### src/rtl/mpmc10_pkg.sv
// Shared types and constants for the MPMC10 stream-cache fill path.
// Holds the fill FSM state enum and line geometry (64 beats x 16 bytes).
package mpmc10_pkg;

    localparam int STRM_LINE_BEATS = 64;
    localparam int STRM_BEAT_BYTES = 16;
    localparam int STRM_LINE_BYTES = STRM_LINE_BEATS * STRM_BEAT_BYTES;

    typedef enum logic [2:0] {
        IDLE,
        INV,
        REQ,
        DATA,
        DONE
    } strm_state_e;

endpackage

### src/rtl/mpmc10_strm_fill_ctrl.sv
// Stream read cache line fill controller: invalidates the line, issues one
// burst read, writes 64 returned beats into the cache, aborts on timeout.
// Ports: clk, rst (async, active-low); client fill_req/fill_adr in,
// fill_busy/fill_done/fill_err out; memory mem_req/mem_adr out,
// mem_ack/mem_vld/mem_dat in; cache write port wr/wadr/wdat/inv out.
// Optional macro MPMC10_STRM_PREFETCH_EN: after a demand fill completes
// with fill_req low, the next sequential line is fetched automatically.
module mpmc10_strm_fill_ctrl
    import mpmc10_pkg::*;
#(
    parameter int TIMEOUT = 1023
) (
    input  logic         clk,
    input  logic         rst,
    input  logic         fill_req,
    input  logic [31:0]  fill_adr,
    output logic         fill_busy,
    output logic         fill_done,
    output logic         fill_err,
    output logic         mem_req,
    output logic [31:0]  mem_adr,
    input  logic         mem_ack,
    input  logic         mem_vld,
    input  logic [127:0] mem_dat,
    output logic         wr,
    output logic [31:0]  wadr,
    output logic [127:0] wdat,
    output logic         inv
);

    localparam int TW = $clog2(TIMEOUT + 1);
    localparam int BW = $clog2(STRM_LINE_BEATS);
    localparam int BS = $clog2(STRM_BEAT_BYTES);
    localparam logic [31:0] LINE_MASK = ~32'(STRM_LINE_BYTES - 1);
    localparam logic [31:0] LINE_STEP = 32'(STRM_LINE_BYTES);
    localparam logic [TW-1:0] TO_MAX = TW'(TIMEOUT);
    localparam logic [BW-1:0] BEAT_LAST = BW'(STRM_LINE_BEATS - 1);

    strm_state_e state_q, state_d;
    logic [31:0]   line_q, line_d;
    logic [BW-1:0] beat_q, beat_d;
    logic [TW-1:0] to_q, to_d, to_inc;

    logic         busy_d, done_d, err_d;
    logic         mreq_d, wr_d, inv_d;
    logic [31:0]  madr_d, wadr_d;
    logic [127:0] wdat_d;

`ifdef MPMC10_STRM_PREFETCH_EN
    logic pf_q, pf_d;
`endif

    always_comb begin
        state_d = state_q;
        line_d  = line_q;
        beat_d  = beat_q;
        to_d    = to_q;
        to_inc  = to_q + TW'(1);
        done_d  = 1'b0;
        err_d   = 1'b0;
        mreq_d  = 1'b0;
        madr_d  = '0;
        wr_d    = 1'b0;
        inv_d   = 1'b0;
        wadr_d  = wadr;
        wdat_d  = wdat;
`ifdef MPMC10_STRM_PREFETCH_EN
        pf_d    = pf_q;
`endif
        unique case (state_q)
            IDLE: begin
                if (fill_req) begin
                    line_d  = fill_adr & LINE_MASK;
                    inv_d   = 1'b1;
                    wadr_d  = line_d;
                    state_d = INV;
`ifdef MPMC10_STRM_PREFETCH_EN
                    pf_d    = 1'b0;
`endif
                end
            end
            INV: begin
                to_d    = '0;
                mreq_d  = 1'b1;
                madr_d  = line_q;
                state_d = REQ;
            end
            REQ: begin
                if (mem_ack) begin
                    beat_d  = '0;
                    to_d    = '0;
                    state_d = DATA;
                end else if (to_inc == TO_MAX) begin
                    to_d    = '0;
                    err_d   = 1'b1;
                    state_d = IDLE;
                end else begin
                    to_d    = to_inc;
                    mreq_d  = 1'b1;
                    madr_d  = line_q;
                end
            end
            DATA: begin
                if (mem_vld) begin
                    wr_d   = 1'b1;
                    wdat_d = mem_dat;
                    wadr_d = line_q | (32'(beat_q) << BS);
                    beat_d = beat_q + BW'(1);
                    to_d   = '0;
                    // Beat 63 sets tag+valid in the cache, so the
                    // line is complete once this write lands.
                    if (beat_q == BEAT_LAST) begin
                        state_d = DONE;
`ifdef MPMC10_STRM_PREFETCH_EN
                        done_d  = !pf_q;
`else
                        done_d  = 1'b1;
`endif
                    end
                end else if (to_inc == TO_MAX) begin
                    to_d    = '0;
                    err_d   = 1'b1;
                    state_d = IDLE;
                end else begin
                    to_d    = to_inc;
                end
            end
            DONE: begin
`ifdef MPMC10_STRM_PREFETCH_EN
                // Only a demand fill spawns a prefetch, never a chain.
                if (!pf_q && !fill_req) begin
                    pf_d    = 1'b1;
                    line_d  = line_q + LINE_STEP;
                    inv_d   = 1'b1;
                    wadr_d  = line_d;
                    state_d = INV;
                end else begin
                    pf_d    = 1'b0;
                    state_d = IDLE;
                end
`else
                state_d = IDLE;
`endif
            end
            default: state_d = IDLE;
        endcase
        busy_d = (state_d != IDLE);
    end

    always_ff @(posedge clk or negedge rst) begin
        if (!rst) begin
            state_q   <= IDLE;
            line_q    <= '0;
            beat_q    <= '0;
            to_q      <= '0;
            fill_busy <= 1'b0;
            fill_done <= 1'b0;
            fill_err  <= 1'b0;
            mem_req   <= 1'b0;
            mem_adr   <= '0;
            wr        <= 1'b0;
            wadr      <= '0;
            wdat      <= '0;
            inv       <= 1'b0;
`ifdef MPMC10_STRM_PREFETCH_EN
            pf_q      <= 1'b0;
`endif
        end else begin
            state_q   <= state_d;
            line_q    <= line_d;
            beat_q    <= beat_d;
            to_q      <= to_d;
            fill_busy <= busy_d;
            fill_done <= done_d;
            fill_err  <= err_d;
            mem_req   <= mreq_d;
            mem_adr   <= madr_d;
            wr        <= wr_d;
            wadr      <= wadr_d;
            wdat      <= wdat_d;
            inv       <= inv_d;
`ifdef MPMC10_STRM_PREFETCH_EN
            pf_q      <= pf_d;
`endif
        end
    end

endmodule
### config.mk
export PLATFORM = sky130hd
export DESIGN_NAME = mpmc10_strm_fill_ctrl
export DESIGN_NICKNAME = d
export VERILOG_FILES = /design/src/rtl/mpmc10_pkg.sv /design/src/rtl/mpmc10_strm_fill_ctrl.sv
export SDC_FILE = /design/constraint.sdc
export NUM_CORES = 1
export LEC_CHECK = 0
export CAP_MARGIN = 15
export CORE_UTILIZATION = 47
export CTS_CLUSTER_DIAMETER = 80
export DETAILED_ROUTE_END_ITERATION = 6
export PLACE_DENSITY_LB_ADDON = 0.12
export SYNTH_ARGS = -nofsm -noshare
export SYNTH_HDL_FRONTEND = slang
export SYNTH_SLANG_ARGS = --single-unit
### constraint.sdc
create_clock -name clk -period 3.07 [get_ports clk]
set_input_delay 0.7675 -clock clk [delete_from_list [all_inputs] [get_ports clk]]
set_output_delay 0.7675 -clock clk [all_outputs]
set_load 0.01 [all_outputs]
# Yosys cells after proc, flatten, opt, wreduce, memory -nomap -nowiden
# Cells that the tools add are included.
word_totals:
  reg_bits: 239
  latchBits: 0
  mem_bits_rw: 0
  rom_bits: 0
  out_inout_bits: 198
  n_memories: 0
op_classes:
  add_sub_neg: 2
  multipliers: 0
  div: 0
  order_cmp: 0
  eq_ne: 8
  shifts: 0
  mux: 33
  bitwise_logic: 1
  reduce_logical: 9
op_table:
  columns: ["op", "n"]
  rows:
  - ["32-bit 2-to-1 mux", 4]
  - ["32-bit one-hot mux with 2 select lines", 2]
  - ["32-bit by 10-bit OR with 32-bit output", 1]
  - ["10-bit 2-to-1 mux", 3]
  - ["10-bit one-hot mux with 3 select lines", 1]
  - ["3-bit 2-to-1 mux", 5]
  - ["1-bit 2-to-1 mux", 12]
  - ["6-bit 2-to-1 mux", 2]
  - ["3-bit one-hot mux with 4 select lines", 1]
  - ["6-bit one-hot mux with 2 select lines", 1]
  - ["10-bit by 1-bit adder with 10-bit output, second input constant", 1]
  - ["10-bit equality test, second input constant", 1]
  - ["6-bit by 1-bit adder with 6-bit output, second input constant", 1]
  - ["3-bit by 2-bit equality test with 1-bit output, second input constant", 2]
  - ["6-bit equality test, second input constant", 1]
  - ["2-bit inequality test, second input constant", 3]
  - ["3-bit AND reduction", 2]
  - ["3-bit nonzero test", 2]
  - ["1-bit one-hot mux with 2 select lines", 2]
  - ["2-bit AND reduction", 2]
  - ["2-bit nonzero test", 2]
  - ["3-bit by 1-bit equality test with 1-bit output, second input constant", 1]
  - ["3-bit zero test", 1]

# Logic depth before layout (Yosys ltp)
# Gate-level depths: netlist of run 1.
depth:
  word_depth: 6
  mapped_depth: 10
  ltp_nobuf: 7

# Least setup slack after synthesis of run 1
# No wires, ideal clock.
synth_timing:
  path_kind: "input port to flip-flop"
  from: "input mem_vld"
  to: "register to_q[4]"
  arrival_ns: 1.892
  setup_slack_ns: 1.109
  cell_stages: 5
  cell_sequence: "mux2_1 > or3_1 > buf_6 > or3_1 > nand3_1"
synth_between:
  elab_chain_len: 2
synth_rtl:
  columns: ["item", "line", "source"]
  rows:
  - ["start, declared", "mpmc10_strm_fill_ctrl.sv:23", "input logic mem_vld,"]
  - ["10-bit 2-to-1 mux", "mpmc10_strm_fill_ctrl.sv:104", "if (mem_vld) begin"]
  - ["10-bit one-hot mux with 3 select lines", "mpmc10_strm_fill_ctrl.sv:70", "unique case (state_q)"]
  - ["end signal, assigned", "mpmc10_strm_fill_ctrl.sv:172", "to_q <= to_d;"]
  - ["end, declared", "mpmc10_strm_fill_ctrl.sv:42", "logic [TW-1:0] to_q, to_d, to_inc;"]
# Every way passes these cells.
# A chain may end at the register's enable or synchronous reset.

# Final worst setup path of run 1
layout_timing:
  from: "register to_q[0]"
  to: "register mem_adr[20]"
layout_between:
  elab_chain_len: 5
layout_rtl:
  columns: ["item", "line", "source"]
  rows:
  - ["10-bit by 1-bit adder with 10-bit output", "mpmc10_strm_fill_ctrl.sv:58", "to_inc = to_q + TW'(1);"]
  - ["10-bit equality test", "mpmc10_strm_fill_ctrl.sv:93", "end else if (to_inc == TO_MAX) begin"]
  - ["32-bit 2-to-1 mux", "mpmc10_strm_fill_ctrl.sv:93", null]
  - ["32-bit 2-to-1 mux", "mpmc10_strm_fill_ctrl.sv:89", "if (mem_ack) begin"]
  - ["32-bit one-hot mux with 2 select lines", "mpmc10_strm_fill_ctrl.sv:70", null]
  - ["via madr_d[20]", "mpmc10_strm_fill_ctrl.sv:46", "logic [31:0] madr_d, wadr_d;"]
  - ["end signal, assigned", "mpmc10_strm_fill_ctrl.sv:177", "mem_adr <= madr_d;"]
  - ["end, declared", "mpmc10_strm_fill_ctrl.sv:21", "output logic [31:0] mem_adr,"]
# The timed path passes the listed nets, and every way through them passes these cells.

==> results of run 1 <==
[sequential cells by signal, indices dropped and copies added, names as in the netlist]
| register | flops |
|---|---|
| beat_q | 6 |
| inv | 1 |
| fill_busy | 1 |
| state_q | 3 |
| fill_done | 1 |
| mem_req | 1 |
| wdat | 128 |
| wr | 1 |
| to_q | 10 |
| wadr | 28 |
| fill_err | 1 |
| line_q | 22 |
| mem_adr | 22 |
[stage by stage]
step | power (mW) | worst slack, ps | area [um2] | std cells
floorplan | 4.95 | 1110 | 9110 | 949
global placement | 6.46 | 559 | 12600 | 1494
detailed placement | 6.52 | 516 | 12600 | 1494
CTS | 9.43 | 716 | 13400 | 1538
global route | 9.79 | 701 | 13400 | 1540
finish | 9.31 | 828 | 13400 | 1540
[layer usage]
layer | GRT usage (%) | vias up
met4 | 10.1 | 2
met1 | 29.7 | 3474
met5 | 0 | -
met3 | 8.29 | 60
met2 | 43.0 | 226
li1 | - | 3579
[power breakdown]
group / internal (mW) / total (mW) / switching, mW
registers: 3.53 / 3.85 / 0.321
clock network: 1.73 / 2.87 / 1.15
logic: 1.35 / 2.59 / 1.23
total: 6.61 / 9.31 / 2.70
[critical path: cells and delay by family (launching register included)]
family	cells	cell delay, ps
xor gates and xnor gates	1	180
buffers and inverters	1	210
and+or+nand+nor	3	750
AOI/OAI and AO/OA	1	260
DFF	1	430
adders and majority gates	1	290
[kinds of logic after synthesis]
| kind of cell | share of synthesized area [%] |
|---|---|
| adders and majority gates | 0.414 |
| and+or+nand+nor | 25.8 |
| other | 0.0414 |
| xor gates and xnor gates | 0.580 |
| buffers and inverters | 4.25 |
| DFF | 62.1 |
| AOI/OAI and AO/OA | 3.58 |
| muxes | 3.22 |
[cell type report]
type,instances,area share [%]
sequential,225,41.9
inverter,7,0.214
multi-input combinational,653,23.1
antenna,1,0.0186
timing repair buffer,350,26.4
tap,260,2.42
clock buffer,32,5.08
clock inverter,12,0.820
[synthesized netlist by cell type, drive strengths merged, types with 6 or more instances]
cell type and n:
nand2 462, dfrtp 225, buf 47, nor2 34, mux2 25, a31oi 24
and2 22, clkbuf 17, nand3 14, o21ai 12, inv 7, a21oi 6
[worst max path at each step]
stage	startpoint	to
after CTS	to_q[0]	mem_adr[20]
after global routing	to_q[0]	mem_adr[21]
final	to_q[0]	mem_adr[20]
after floorplan	mem_vld	to_q[4]
after global placement	mem_ack	to_q[8]
after detailed placement	mem_ack	to_q[8]
==> results_dict.tcl, run 1 <==
set metrics [dict create \
    run_status "finished clean" \
    timing.reg2reg.worst_path_depth 7 \
    category_of_the_worst_setup_path_launch_point "flip-flop" \
    layout.cells.most_common_list "nand2_1 (461), clkdlybuf4s50_1 (337), dfrtp_1 (225)" \
    top_signal_layer_used "met5" \
    post_layout_min_period_ps 2240 \
    yosysUniqueCellTypes 48 \
    worst_clock_skew_ps 6.38 \
    count_of_flip_flops_with_a_built_in_enable_after_synthesis 0 \
    multi_input_area_mm2 0.00310 \
    route.detailed.vias_per_inst 4.77 \
    gp_congestion 0.827 \
    htree_levels 1 \
    chipWidth_um 141 \
    fin_tns_setup_ps 0 \
    synthDominantCellAreaShare_pct 62.1 \
    ios 363 \
    wl_met3_mm 2.14 \
    drt_wl_total_mm 24.8 \
    crit-reg2reg-launch "to_q[0]" \
    antenna_left 0 \
    final-seq-area_mm2 0.00563 \
    critPathMaxStageDelay_ps 430 \
    met2_length_mm 12.4 \
    routed_wire_length_per_instance_um 16.1 \
    seq_area_frac_synth_pct 62.1 \
    final_core_util_pct 71.3 \
    drt-initial-drc-count 364 \
    reg_to_reg_slack_setup_ps 830 \
    grt_max_degree 130 \
    dp.final_hpwl_mm 17.3 \
    worst-slew-pin-transition_ps 829 \
    num-fill-cells 1451 \
    ys_seq_elements 225 \
    ctsLongestPathBuffers 3 \
    start_util_pct 48.1 \
    unrepaired_setup_endpoints_after_global_routing "no" \
    area.growth.synth_to_final_pct 48.2 \
    cp_slowest_cell "dfrtp_1" \
    port_buffers 338 \
    critical_path.max_fanout 16 \
    headroom_to_the_max_slew_limit_pct 44.6 \
    finalNetCount 1429 \
    cp-end-kind "flip-flop" \
    root_buffer "clkbuf_16" \
    synth_ff_type "dfrtp_1" \
    final_layout_size_suffix_gt1_share_pct 8.52 \
    synthesized_area_per_cell_um2 9.68 \
    synth_top_cell_by_area "dfrtp_1" \
    netlist_area_mm2 0.00906 \
    post_synth_main_area_contributors "dfrtp_1 (62%), nand2_1 (19%), mux2_2 (3.0%)" \
    setup-violations-final 0 \
    grt_overflow_total 0 \
    rows 50 \
    grt_use_total_pct 25.3 \
    insertion_delay_ps 510 \
    ctsResizeCount 0 \
    detail_route.drc_violations 0 \
    antenna_found_initial 2 \
    critical_path.reg2reg.endpoint "mem_adr[20]" \
    vias_in_the_first_global_route 7093 \
    finalHoldWorstSlack_ps 204 \
    fmax_mhz 446 \
    hold_violations 0 \
    m1WireLength_mm 9.35 \
    final-max-slew-violation-count 0 \
    layout_commonest_cell "nand2_1" \
    ys_warn_count 0 \
    holdCritPathClass "in2async" \
    syn_inst 936 \
    maxCapViolCount 0 \
    die_area_mm2 0.0198 \
    vdd_ir_drop_max_v 0.000576 \
    cp_cell_sequence "ha_1, xnor2_1, nor4_4, nand3_4, o2bb2ai_2, buf_8, and2_4" \
    wire_length_of_the_first_global_routing_pass_mm 39.0 \
    postSynth.asyncResetShare_pct 100 \
    pwr_density_cell_mw_per_mm2 693 \
    dr.pass1.iters 4 \
    cts-buffers-inserted 24 \
    placeableCoreArea_mm2 0.0188 \
    clkTransAtPathRegs_ps 60 \
    die_height_um 141 \
    cts_tree "yes" \
    routed-via-count 7341 \
    crit_type "reg2reg" \
    hold_buffers 0 \
    cellLeakagePower_nw 6.40 \
    arrival_time_at_the_worst_endpoint_ps 2640 \
    cts_post_setup_buffers_inserted 0 \
    period_share_pct 73.0 \
    clock_sink_count 225 \
    required_ps 3470 \
]
(Power assumes the default switching activity.)
==> inputs of run 2 (changes only) <==
Settings changed: CORE_UTILIZATION 47 to 44.
Clock period 3.07 ns to 2.3 ns, I/O delays scaled along.
==> run 2 against run 1 <==
Cell count up 0.97%. Total power up 34%. Non-clock buffer count up 5. Die area up 6.7%. Largest cell class unchanged. Via count up 0.65%. Sequential power up 34%. Worst hold slack worse by 200 ps.
==> results_dict.tcl, run 2 (same netlist as run 1, synthesis figures left out) <==
set metrics [dict create \
    cp_slowest_cell "dfrtp_1" \
    crit_type "reg2reg" \
    num-fill-cells 1658 \
    pwr_density_cell_mw_per_mm2 921 \
    top_register "wdat" \
    worst_clock_skew_ps 7.16 \
    antenna_found_initial 2 \
    fraction_of_power_spent_switching_nets_pct 29.1 \
    drt-initial-drc-count 402 \
    cellLeakagePower_nw 6.42 \
    final_core_util_pct 66.7 \
    cts_tree "yes" \
    seq_power_share_pct 41.4 \
    layout_commonest_cell "nand2_1" \
    hold_buffers 0 \
    vias_in_the_first_global_route 6974 \
    htree_levels 1 \
    largest_register_ffs 128 \
    ios 363 \
    unrepaired_setup_endpoints_after_global_routing "no" \
    top_regs "wdat x128, wadr x28" \
    clockPowerShare_pct 30.6 \
    root_buffer "clkbuf_16" \
    grt_use_total_pct 24.1 \
    instances_no_fill 1555 \
    cp-end-kind "flip-flop" \
    place.detailed.instances 1510 \
    routed-via-count 7389 \
    top_usage_layer "met2" \
    grt_max_degree 104 \
    layout.cells.most_common_list "nand2_1 (461), clkdlybuf4s50_1 (337), dfrtp_1 (225)" \
    rows 52 \
    period_share_pct 90.4 \
    cp_cell_sequence "ha_1, xnor2_1, nor4_4, nand3_4, o2bb2ai_2, buf_12, and2_4" \
    fmax_mhz 481 \
    critical_path.max_fanout 23 \
    cp_num_buf_inv 1 \
    run_status "finished clean" \
    headroom_to_the_max_slew_limit_pct 60.9 \
    cts-buffers-inserted 25 \
    ctsResizeCount 0 \
    dp.final_hpwl_mm 17.5 \
    power.switching_mw 3.62 \
    post_layout_min_period_ps 2080 \
    wire_length_of_the_first_global_routing_pass_mm 39.9 \
    post-place-ws_ps -27.8 \
    final-max-slew-violation-count 0 \
    routed_wire_length_per_instance_um 16.3 \
    internal-power_mw 8.81 \
    final_layout_size_suffix_gt1_share_pct 8.34 \
    smallest_setup_slack_after_layout_ps 220 \
    grt_overflow_total 0 \
    finalNetCount 1435 \
    chipWidth_um 146 \
    die_height_um 146 \
    category_of_the_worst_setup_path_launch_point "flip-flop" \
    placeableCoreArea_mm2 0.0202 \
    met1_usage_pct 31.1 \
    cp_top_family "simple AND/OR/NAND/NOR gates" \
    setup-violations-final 0 \
    placed_inst_area_mm2 0.0127 \
    route.detailed.vias_per_inst 4.75 \
    maxCapViolCount 0 \
    ctsLongestPathBuffers 3 \
    antenna_left 0 \
    insertion_delay_ps 510 \
    cts_post_setup_buffers_inserted 0 \
    grt_use_met3_pct 4.20 \
    vdd_ir_drop_max_v 0.000626 \
    area.growth.synth_to_final_pct 49.0 \
    worst-slew-pin-transition_ps 587 \
    start_util_pct 44.8 \
    fin_tns_setup_ps 0 \
    gp_congestion 0.867 \
    clkTransAtPathRegs_ps 60 \
    detail_route.drc_violations 0 \
    die_area_mm2 0.0212 \
    met2_usage_pct 40.6 \
    fin_area_mm2 0.0135 \
    hold_violations 0 \
    power.combinational.fraction_pct 28.0 \
    critPathMaxStageDelay_ps 430 \
    dr.pass1.iters 4 \
    port_buffers 338 \
    arrival_time_at_the_worst_endpoint_ps 2490 \
    clock_sink_count 225 \
    holdCritPathClass "in2async" \
    required_ps 2710 \
    drt_wl_total_mm 25.3 \
]
-- run 2: per-layer routing --
layer	routed length (um)	up-vias	part of all wire, %
li1	-	3584	-
met2	12500	220	49
met5	0	-	0
met3	1230	45	4.9
met1	10800	3540	42
met4	848	0	3.3
-- run 2: final timing paths --
kind	startpoint	endpoint	slack (ps)	cells after the start
worst max-delay path	to_q[0]	mem_adr[16]	220	7
worst min-delay path	rst	wdat[104]	7	1
worst max register to register	to_q[0]	mem_adr[16]	220	7
worst min register to register	wadr[9]	wadr[9]	460	2
max in group asynchronous	rst	line_q[26]	1560	2
min in group clk	wadr[9]	wadr[9]	460	2
-- run 2: worst reg2reg max path, stage by stage (launching register included) --
cell	delay, ps
dfrtp_1	430
ha_1	290
xnor2_1	180
nor4_4	380
nand3_4	180
o2bb2ai_2	180
buf_12	170
and2_4	170
-- run 2: area by class of cell --
| type | instances | area, um2 | area share (%) |
|---|---|---|---|
| Antenna cell | 2 | 5.00 | 0.0371 |
| Clock buffer | 40 | 732 | 5.42 |
| Clock inverter | 3 | 43.8 | 0.324 |
| Inverter | 7 | 28.8 | 0.213 |
| Multi-Input combinational cell | 653 | 3100 | 22.9 |
| Sequential cell | 225 | 5630 | 41.7 |
| Tap cell | 270 | 338 | 2.50 |
| Timing Repair Buffer | 355 | 3630 | 26.9 |
-- run 2: power groups by stage --
| stage | combinational (mW) | clock [mW] | sequential, mW |
|---|---|---|---|
| 2_1_floorplan | 1.11 | 0 | 5.50 |
| 3_3_place_gp | 3.48 | 0 | 5.19 |
| 3_5_place_dp | 3.52 | 0 | 5.22 |
| 4_1_cts | 3.53 | 3.90 | 5.16 |
| 5_1_grt | 3.78 | 4.07 | 5.25 |
| 6_report | 3.48 | 3.81 | 5.15 |
-- run 2: stage by stage --
step,hold WS (ps),power (mW)
2_1_floorplan,279,6.61
5_1_grt,36.0,13.1
3_5_place_dp,459,8.74
3_3_place_gp,451,8.67
6_report,7.09,12.4
4_1_cts,10.2,12.6
